File: src/rtl/ahb_resp_mux.sv
// AHB-lite data-phase response multiplexer with a built-in default slave.
// The decoder's selects are captured at each accepted address phase. The
// captured select then steers read data, ready and response from the
// chosen slave back to the master. Unclaimed active transfers are answered
// by the default slave with the two-cycle ERROR response.
module ahb_resp_mux #(
  parameter int unsigned DATA_W = 32
) (
  input  logic              hclk,
  input  logic              hreset,
  input  logic              hsel_0,
  input  logic              hsel_1,
  input  logic              hsel_2,
  input  logic [1:0]        htrans,
  input  logic [DATA_W-1:0] hrdata_0,
  input  logic [DATA_W-1:0] hrdata_1,
  input  logic [DATA_W-1:0] hrdata_2,
  input  logic              hreadyout_0,
  input  logic              hreadyout_1,
  input  logic              hreadyout_2,
  input  logic              hresp_0,
  input  logic              hresp_1,
  input  logic              hresp_2,
  output logic [DATA_W-1:0] hrdata,
  output logic              hready,
  output logic              hresp,
  output logic [1:0]        sel_slave
);

  localparam int unsigned SEL_W = 2;
  localparam int unsigned TRANS_W = 2;

  localparam logic [SEL_W-1:0]   SEL_S0      = SEL_W'(0);
  localparam logic [SEL_W-1:0]   SEL_S1      = SEL_W'(1);
  localparam logic [SEL_W-1:0]   SEL_S2      = SEL_W'(2);
  localparam logic [SEL_W-1:0]   SEL_DEFAULT = SEL_W'(3);

  localparam logic [TRANS_W-1:0] TRANS_NONSEQ = TRANS_W'(2);
  localparam logic [TRANS_W-1:0] TRANS_SEQ    = TRANS_W'(3);

  typedef enum logic [1:0] {
    DS_IDLE = 2'b00,
    DS_ERR1 = 2'b01,
    DS_ERR2 = 2'b10
  } ds_state_t;

  ds_state_t        ds_state;
  ds_state_t        ds_next;
  logic [SEL_W-1:0] addr_code_c;
  logic             active_c;
  logic             slave_hready_c;
  logic             ds_hready_c;
  logic             ds_hresp_c;

  // Fixed-priority encode of the address-phase selects; nothing claimed -> default slave
  always_comb begin
    addr_code_c = SEL_DEFAULT;
    if (hsel_0) begin
      addr_code_c = SEL_S0;
    end else if (hsel_1) begin
      addr_code_c = SEL_S1;
    end else if (hsel_2) begin
      addr_code_c = SEL_S2;
    end
  end

  // Only NONSEQ and SEQ transfers need a real response; IDLE and BUSY get zero-wait OKAY
  always_comb begin
    active_c = (htrans == TRANS_NONSEQ) || (htrans == TRANS_SEQ);
  end

  // Ready as seen while the default slave is idle. This keeps the FSM
  // transition free of a loop through its own ready output.
  always_comb begin
    slave_hready_c = 1'b1;
    case (sel_slave)
      SEL_S0:  slave_hready_c = hreadyout_0;
      SEL_S1:  slave_hready_c = hreadyout_1;
      SEL_S2:  slave_hready_c = hreadyout_2;
      default: slave_hready_c = 1'b1;
    endcase
  end

  // Data-phase select: loads on each accepted address phase, frozen through wait states
  always_ff @(posedge hclk) begin
    if (hreset) begin
      sel_slave <= SEL_DEFAULT;
    end else if (hready) begin
      sel_slave <= addr_code_c;
    end
  end

  // Default-slave state register
  always_ff @(posedge hclk) begin
    if (hreset) begin
      ds_state <= DS_IDLE;
    end else begin
      ds_state <= ds_next;
    end
  end

  // Default-slave next state and response: the ERROR is a wait cycle followed by a ready cycle
  always_comb begin
    ds_next     = ds_state;
    ds_hready_c = 1'b1;
    ds_hresp_c  = 1'b0;
    case (ds_state)
      DS_IDLE: begin
        if (slave_hready_c && (addr_code_c == SEL_DEFAULT) && active_c) begin
          ds_next = DS_ERR1;
        end
      end
      DS_ERR1: begin
        ds_hready_c = 1'b0;
        ds_hresp_c  = 1'b1;
        ds_next     = DS_ERR2;
      end
      DS_ERR2: begin
        ds_hresp_c = 1'b1;
        if ((addr_code_c == SEL_DEFAULT) && active_c) begin
          ds_next = DS_ERR1;
        end else begin
          ds_next = DS_IDLE;
        end
      end
      default: begin
        ds_next = DS_IDLE;
      end
    endcase
  end

  // Response steering from the registered select; zero added latency
  always_comb begin
    hrdata = '0;
    hready = 1'b1;
    hresp  = 1'b0;
    case (sel_slave)
      SEL_S0: begin
        hrdata = hrdata_0;
        hready = hreadyout_0;
        hresp  = hresp_0;
      end
      SEL_S1: begin
        hrdata = hrdata_1;
        hready = hreadyout_1;
        hresp  = hresp_1;
      end
      SEL_S2: begin
        hrdata = hrdata_2;
        hready = hreadyout_2;
        hresp  = hresp_2;
      end
      default: begin
        hrdata = '0;
        hready = ds_hready_c;
        hresp  = ds_hresp_c;
      end
    endcase
  end

endmodule

File: config.mk
export PLATFORM = sky130hd
export DESIGN_NAME = ahb_resp_mux
export DESIGN_NICKNAME = d
export VERILOG_FILES = /design/src/rtl/ahb_resp_mux.sv
export SDC_FILE = /design/constraint.sdc
export NUM_CORES = 1
export LEC_CHECK = 0
export BUFFER_PORTS_ARGS = -buffer_cell sky130_fd_sc_hd__clkbuf_2
export CAP_MARGIN = 20
export CORE_MARGIN = 4
export CORE_UTILIZATION = 33
export DETAILED_ROUTE_END_ITERATION = 10
export HOLD_SLACK_MARGIN = 0.02
export PLACE_DENSITY_LB_ADDON = 0.15
export SYNTH_ARGS = -nofsm -noshare
export SYNTH_HDL_FRONTEND = slang
export SYNTH_SLANG_ARGS = --single-unit
File: constraint.sdc
create_clock -name hclk -period 2.7 [get_ports hclk]
set_clock_uncertainty 0.2 [all_clocks]
set_input_delay 0.135 -clock hclk [delete_from_list [all_inputs] [get_ports hclk]]
set_output_delay 0.135 -clock hclk [all_outputs]
set_load 0.01 [all_outputs]
==> results.py, run 1 <==
metrics = {
    "floorplan": {
        "fp.dieH_um": 63.2,
        "rows": 19,
        "die_w_um": 63.2,
        "core_area_mm2": 0.00283,
        "start_util_pct": 35.6,
        "dieArea_mm2": 0.00400,
        "io_pins": 145,
    },
    "cells_and_area": {
        "antenna_cells": 0,
        "multi_input_area_um2": 851,
        "regArea_um2": 81.3,
        "area_delta_synth_final_pct": 74.4,
        "nFillCells": 278,
        "fin_nets": 398,
        "drive_gt1_share_pct": 55.0,
    },
    "timing": {
        "fin_crit_ps": 2320,
        "worst_slew_pin_slew_ps": 636,
        "tns_ps": 0,
        "fmax_ghz": 0.432,
        "hold_viol_final": 0,
        "finalCritPeriodShare_pct": 85.8,
        "rsz0062_at_grt": "false",
        "setup_viol": 0,
        "maxSlewHeadroom_pct": 57.4,
        "finalMaxSlewViolations": 0,
    },
    "logic_synthesis": {
        "synthArstFlopShare_pct": 0,
        "yosys_warnings": 0,
        "synthTopCellsByCount": "38 x nand2_1, 34 x mux2i_1, 33 x o21ai_1, 6 x buf_2, 5 x ha_1",
        "seq_area_frac_synth_pct": 7.95,
        "synthTopCellsByArea": "mux2i_1 34%, o21ai_1 16%, nand2_1 14%",
        "syn_area_mm2": 0.00101,
        "ys_seq_elements": 4,
        "synthCells": 144,
        "syn_nets": 258,
        "synth.distinct_cells": 22,
        "yosysTopAreaCell": "mux2i_1",
        "ys.flop_type": "dfxtp_1",
        "synth_edf_count": 0,
        "syn_avg_cell_area_um2": 6.99,
        "synth.most_common_cell": "nand2_1",
        "synth_top_area_share_pct": 33.8,
    },
    "drt": {
        "first_iter_violations": 51,
        "vias_per_cell": 4.84,
        "via_count": 1515,
        "drt_first_pass_iters": 4,
        "wl_mm": 4.01,
        "antenna_left": 0,
        "drc": 0,
        "drt-wirelength-per-cell_um": 12.8,
    },
    "critical_path": {
        "r2r_end": "sel_slave[0]",
        "cp-endpoint": "hrdata[27]",
        "arrival_ps": 1980,
        "path_max_fanout": 22,
        "cp.required_ps": 2370,
        "critPathLaunch": "sel_slave[0]",
        "r2r_start": "sel_slave[0]",
        "rr_worst_depth": 3,
        "critPathLaunchType": "flop",
        "endpoint_kind": "output pin",
        "criticalPathCategory": "reg2out",
        "r2r_slack_ps": 750,
    },
    "min_path": {
        "min_path_type": "in2reg",
        "holdPathStages": 4,
    },
    "clock_network": {
        "cts_tree": "yes",
        "cts_buffers": 3,
        "cts_setup_buffers": 0,
        "cts_num_sinks": 4,
        "clock_path_buffers": 2,
        "cts_resized": 0,
        "worstSkewPairLatency_ps": 230,
        "clockRootBuffer": "clkbuf_4",
        "ctsHoldBuffers": 1,
        "htree_levels": 1,
        "path_clk_slew_ps": 40,
    },
    "power_and_ir_drop": {
        "power_density_mw_per_mm2": 318,
        "peakVddDrop_mv": 0.171,
        "p_leak_uw": 0.00112,
        "p_total_uw": 559,
    },
    "grt": {
        "grtUsageTotal_pct": 19.2,
        "overflow": 0,
        "grt_pass1_wl_mm": 6.50,
        "grt_max_degree": 41,
        "antenna_found_initial": 0,
        "grt_pass1_vias": 1525,
    },
    "place": {
        "portBuffers": 143,
        "gp_congestion": 0.808,
        "dpl.hpwl_mm": 3.41,
    },
    "run_status": {
        "outcome": "complete, no violations",
    },
    "job": {
        "maxCapViolations": 0,
    },
}
## sequential cells by signal (all words and copies together) (netlist names)
name       cells
sel_slave      2
ds_state       2
## metrics by stage
step	setup WS (ps)	hold WS (ps)	area [um^2]	instances	utilization, %
2_1_floorplan	1120	39.8	1010	144	-
3_3_place_gp	597	206	1720	309	60.9
3_5_place_dp	587	197	1720	309	60.9
4_1_cts	336	84.6	1760	313	62.1
5_1_grt	183	106	1760	313	62.1
6_report	384	93.6	1760	313	62.1
## worst min-delay path by stage
| stage | to | from |
|---|---|---|
| after floorplan | sel_slave[0] | hreset |
| after global placement | sel_slave[0] | hreset |
| after detailed placement | sel_slave[0] | hreset |
| after CTS | ds_state[0] | htrans[1] |
| after global routing | ds_state[0] | htrans[1] |
| final | ds_state[0] | htrans[1] |
## cell type report
| cell class | instances | area share (%) |
|---|---|---|
| well taps | 31 | 2.21 |
| clock buffers | 3 | 1.28 |
| flip-flops and latches | 4 | 4.63 |
| inverters | 4 | 0.855 |
| repair buffers | 147 | 42.6 |
| multi-input cells | 124 | 48.4 |
## power by group
part           switching [uW]  internal, uW  total, uW
Clock                    21.0          49.5       70.4
Combinational             200           204        404
Sequential               19.4          64.4       83.8
## critical path, cell delays in order (launching register included)
cell      delay (ps)
dfxtp_2          500
nor2b_2          590
buf_4            330
nand2_1           80
o21ai_1           90
clkbuf_2         160
## cells by family (layout without fill, tap and decap cells)
family | Yosys count | after routing | synth area share (%)
compound gates | 40 | 40 | 23.4
fa+ha+maj | 5 | 5 | 6.21
buf+inv | 16 | 154 | 7.83
flops | 4 | 4 | 7.95
mux | 36 | 36 | 37.5
simple gates | 43 | 43 | 17.1
## cells in the final DEF, fill, tap and decap left out
cell type / Yosys / layout
dfxtp_1: 4 / 3
or3_1: 1 / 1
inv_1: 4 / 4
a221o_1: 2 / 2
clkbuf_2: 0 / 143
mux2_4: 1 / 1
mux2i_1: 34 / 34
dfxtp_2: 0 / 1
ha_1: 5 / 5
dlygate4sd3_1: 0 / 1
nor2b_2: 0 / 1
nand2b_1: 1 / 1
clkbuf_4: 0 / 3
nand2_1: 38 / 38
nand3b_1: 1 / 1
o22a_4: 1 / 1
o22ai_2: 1 / 1
a21oi_1: 1 / 1
nor2_1: 1 / 1
o21ai_1: 33 / 33
a31oi_1: 1 / 1
buf_4: 3 / 3
mux4_2: 1 / 1
o32ai_1: 1 / 1
## layer usage
metal  GRT usage [%]  wire, um  share of wire (%)
met1            20.3      1470                 37
met2            37.8      2040                 51
met3            4.44       483                 12
met4            4.31        12               0.30
met5               0         0                  0
No activity file was read; power rests on OpenSTA's default activity.
==> run 2: changes to the inputs <==
--- a/config.mk
+++ b/config.mk
@@ -12,6 +12,7 @@
 export DETAILED_ROUTE_END_ITERATION = 10
 export HOLD_SLACK_MARGIN = 0.02
 export PLACE_DENSITY_LB_ADDON = 0.15
+export REMOVE_ABC_BUFFERS = 1
 export SYNTH_ARGS = -nofsm -noshare
 export SYNTH_HDL_FRONTEND = slang
 export SYNTH_SLANG_ARGS = --single-unit
==> run 2 against run 1 <==
Net effect: clock-buffer cell count stayed put; combinational power is 4% higher; total power is 1.6% higher; sequential share of layout area hardly changed; global-route usage is 0.68 points higher; worst hold slack worse by 8.6 ps; register-to-register slack better by 210 ps; fmax is 4.3% higher; design area is 0.43% higher; die area stayed put; final cell count is 0.32% higher.
==> results.py, run 2 (synthesis gave the netlist of run 1 again) <==
metrics = {
    "power_and_ir_drop": {
        "peakVddDrop_mv": 0.249,
        "p_leak_uw": 0.00112,
        "power_density_mw_per_mm2": 322,
        "p_total_uw": 568,
    },
    "drt": {
        "antenna_left": 0,
        "drt_first_pass_iters": 4,
        "first_iter_violations": 102,
        "drt-wirelength-per-cell_um": 13.8,
        "wl_mm": 4.33,
        "via_count": 1490,
        "drc": 0,
        "vias_per_cell": 4.75,
    },
    "timing": {
        "rsz0062_at_grt": "false",
        "fin_crit_ps": 2220,
        "fmax_ghz": 0.450,
        "finalWorstSetupSlack_ps": 480,
        "setup_viol": 0,
        "finalCritPeriodShare_pct": 82.2,
        "whs_ps": 85.1,
        "finalMaxSlewViolations": 0,
        "hold_viol_final": 0,
        "worst_slew_pin_slew_ps": 729,
        "maxSlewHeadroom_pct": 51.2,
    },
    "critical_path": {
        "path_cells": "nor2b_2 -> buf_4 -> nand2_1 -> o21ai_1 -> clkbuf_2",
        "endpoint_kind": "output pin",
        "critPathMaxStageDelay_ps": 610,
        "cp_top_family": "simple AND/OR/NAND/NOR gates",
        "critPathLaunchType": "flop",
        "cp_num_buf_inv": 2,
        "arrival_ps": 1880,
        "critPathSlowestCell": "nor2b_2",
        "path_max_fanout": 19,
        "rr_worst_depth": 4,
        "criticalPathCategory": "reg2out",
        "crit_cells": 5,
        "cp.required_ps": 2370,
    },
    "job": {
        "maxCapViolations": 0,
    },
    "floorplan": {
        "die_w_um": 63.2,
        "dieArea_mm2": 0.00400,
        "rows": 19,
        "fp.dieH_um": 63.2,
        "start_util_pct": 35.6,
        "core_area_mm2": 0.00283,
        "io_pins": 145,
    },
    "grt": {
        "grtUsageTotal_pct": 19.9,
        "grt_max_degree": 41,
        "grt_pass1_vias": 1357,
        "grt_pass1_wl_mm": 6.44,
        "antenna_found_initial": 0,
        "overflow": 0,
    },
    "cells_and_area": {
        "finalInstanceArea_mm2": 0.00176,
        "final_cell_mix": "143 x clkbuf_2, 38 x nand2_1, 34 x mux2i_1",
        "top_regs": "ds_state (2), sel_slave (2)",
        "antenna_cells": 0,
        "drive_gt1_share_pct": 55.1,
        "area_delta_synth_final_pct": 75.2,
        "fin_nets": 399,
        "fin_util_pct": 62.4,
        "layout_commonest_cell": "clkbuf_2",
    },
    "place": {
        "portBuffers": 143,
        "dpl.hpwl_mm": 3.67,
        "gp_congestion": 0.877,
        "dpl_worst_slack_ps": 715,
        "placed_cell_area_mm2": 0.00173,
    },
    "clock_network": {
        "clock_path_buffers": 2,
        "path_clk_slew_ps": 30,
        "cts_tree": "yes",
        "cts_setup_buffers": 0,
        "cts_buffers": 3,
        "worstSkewPairLatency_ps": 240,
        "cts_num_sinks": 4,
        "clockRootBuffer": "clkbuf_4",
        "htree_levels": 1,
    },
    "min_path": {
        "min_path_type": "in2reg",
        "holdPathStages": 3,
    },
    "run_status": {
        "outcome": "complete, no violations",
    },
}
[run 2: cell types whose count changed in the layout (fill, tap and decap cells not counted)]
cell	delta
buf_4	+1
[run 2: worst register-to-register path: stages, from the launching register on]
cell	delay, ps
dfxtp_1	310
buf_4	370
nand2b_1	170
o22a_4	250
a221o_1	310
[run 2: final timing paths]
check	start	end	slack, ps
max	sel_slave[0]	hrdata[12]	480
min	hsel_0	sel_slave[0]	90
max reg2reg	sel_slave[1]	sel_slave[1]	960
min reg2reg	ds_state[1]	ds_state[1]	320
[run 2: routing by layer]
| layer | vias to the layer above | share of wire, % | global-route usage [%] |
|---|---|---|---|
| met5 | - | 0 | 0 |
| met4 | 0 | 1.5 | 5.93 |
| met3 | 6 | 9.3 | 6.39 |
| met2 | 73 | 51 | 35.7 |
| met1 | 625 | 38 | 22.2 |
| li1 | 786 | - | - |
[run 2: repair_timing]
item,CTS,global route
hold endpoints to repair,3,0
endpoints found under the setup margin,0,0
gates resized for setup,0,0
hold buffers,1,0
[run 2: through the flow]
stage | std cells | TNS [ps]
finish | 314 | 0
global route | 314 | 0
CTS | 314 | 0
detailed placement | 310 | 0
global placement | 310 | 0
floorplan | 132 | -5680
[run 2: power breakdown]
| group | switching (uW) | leakage, uW | internal, uW | total [uW] |
|---|---|---|---|---|
| registers | 9.05 | 0.0000327 | 64.4 | 73.5 |
| logic | 213 | 0.00107 | 206 | 419 |
| clock network | 25.4 | 0.0000138 | 49.7 | 75.2 |
| total | 247 | 0.00112 | 320 | 568 |
[run 2: layout make-up]
class	count	area [um^2]
fillers	273	1060
multi-input cells	124	851
repair buffers	148	756
flip-flops and latches	4	81.3
well taps	31	38.8
clock buffers	3	22.5
inverters	4	15.0
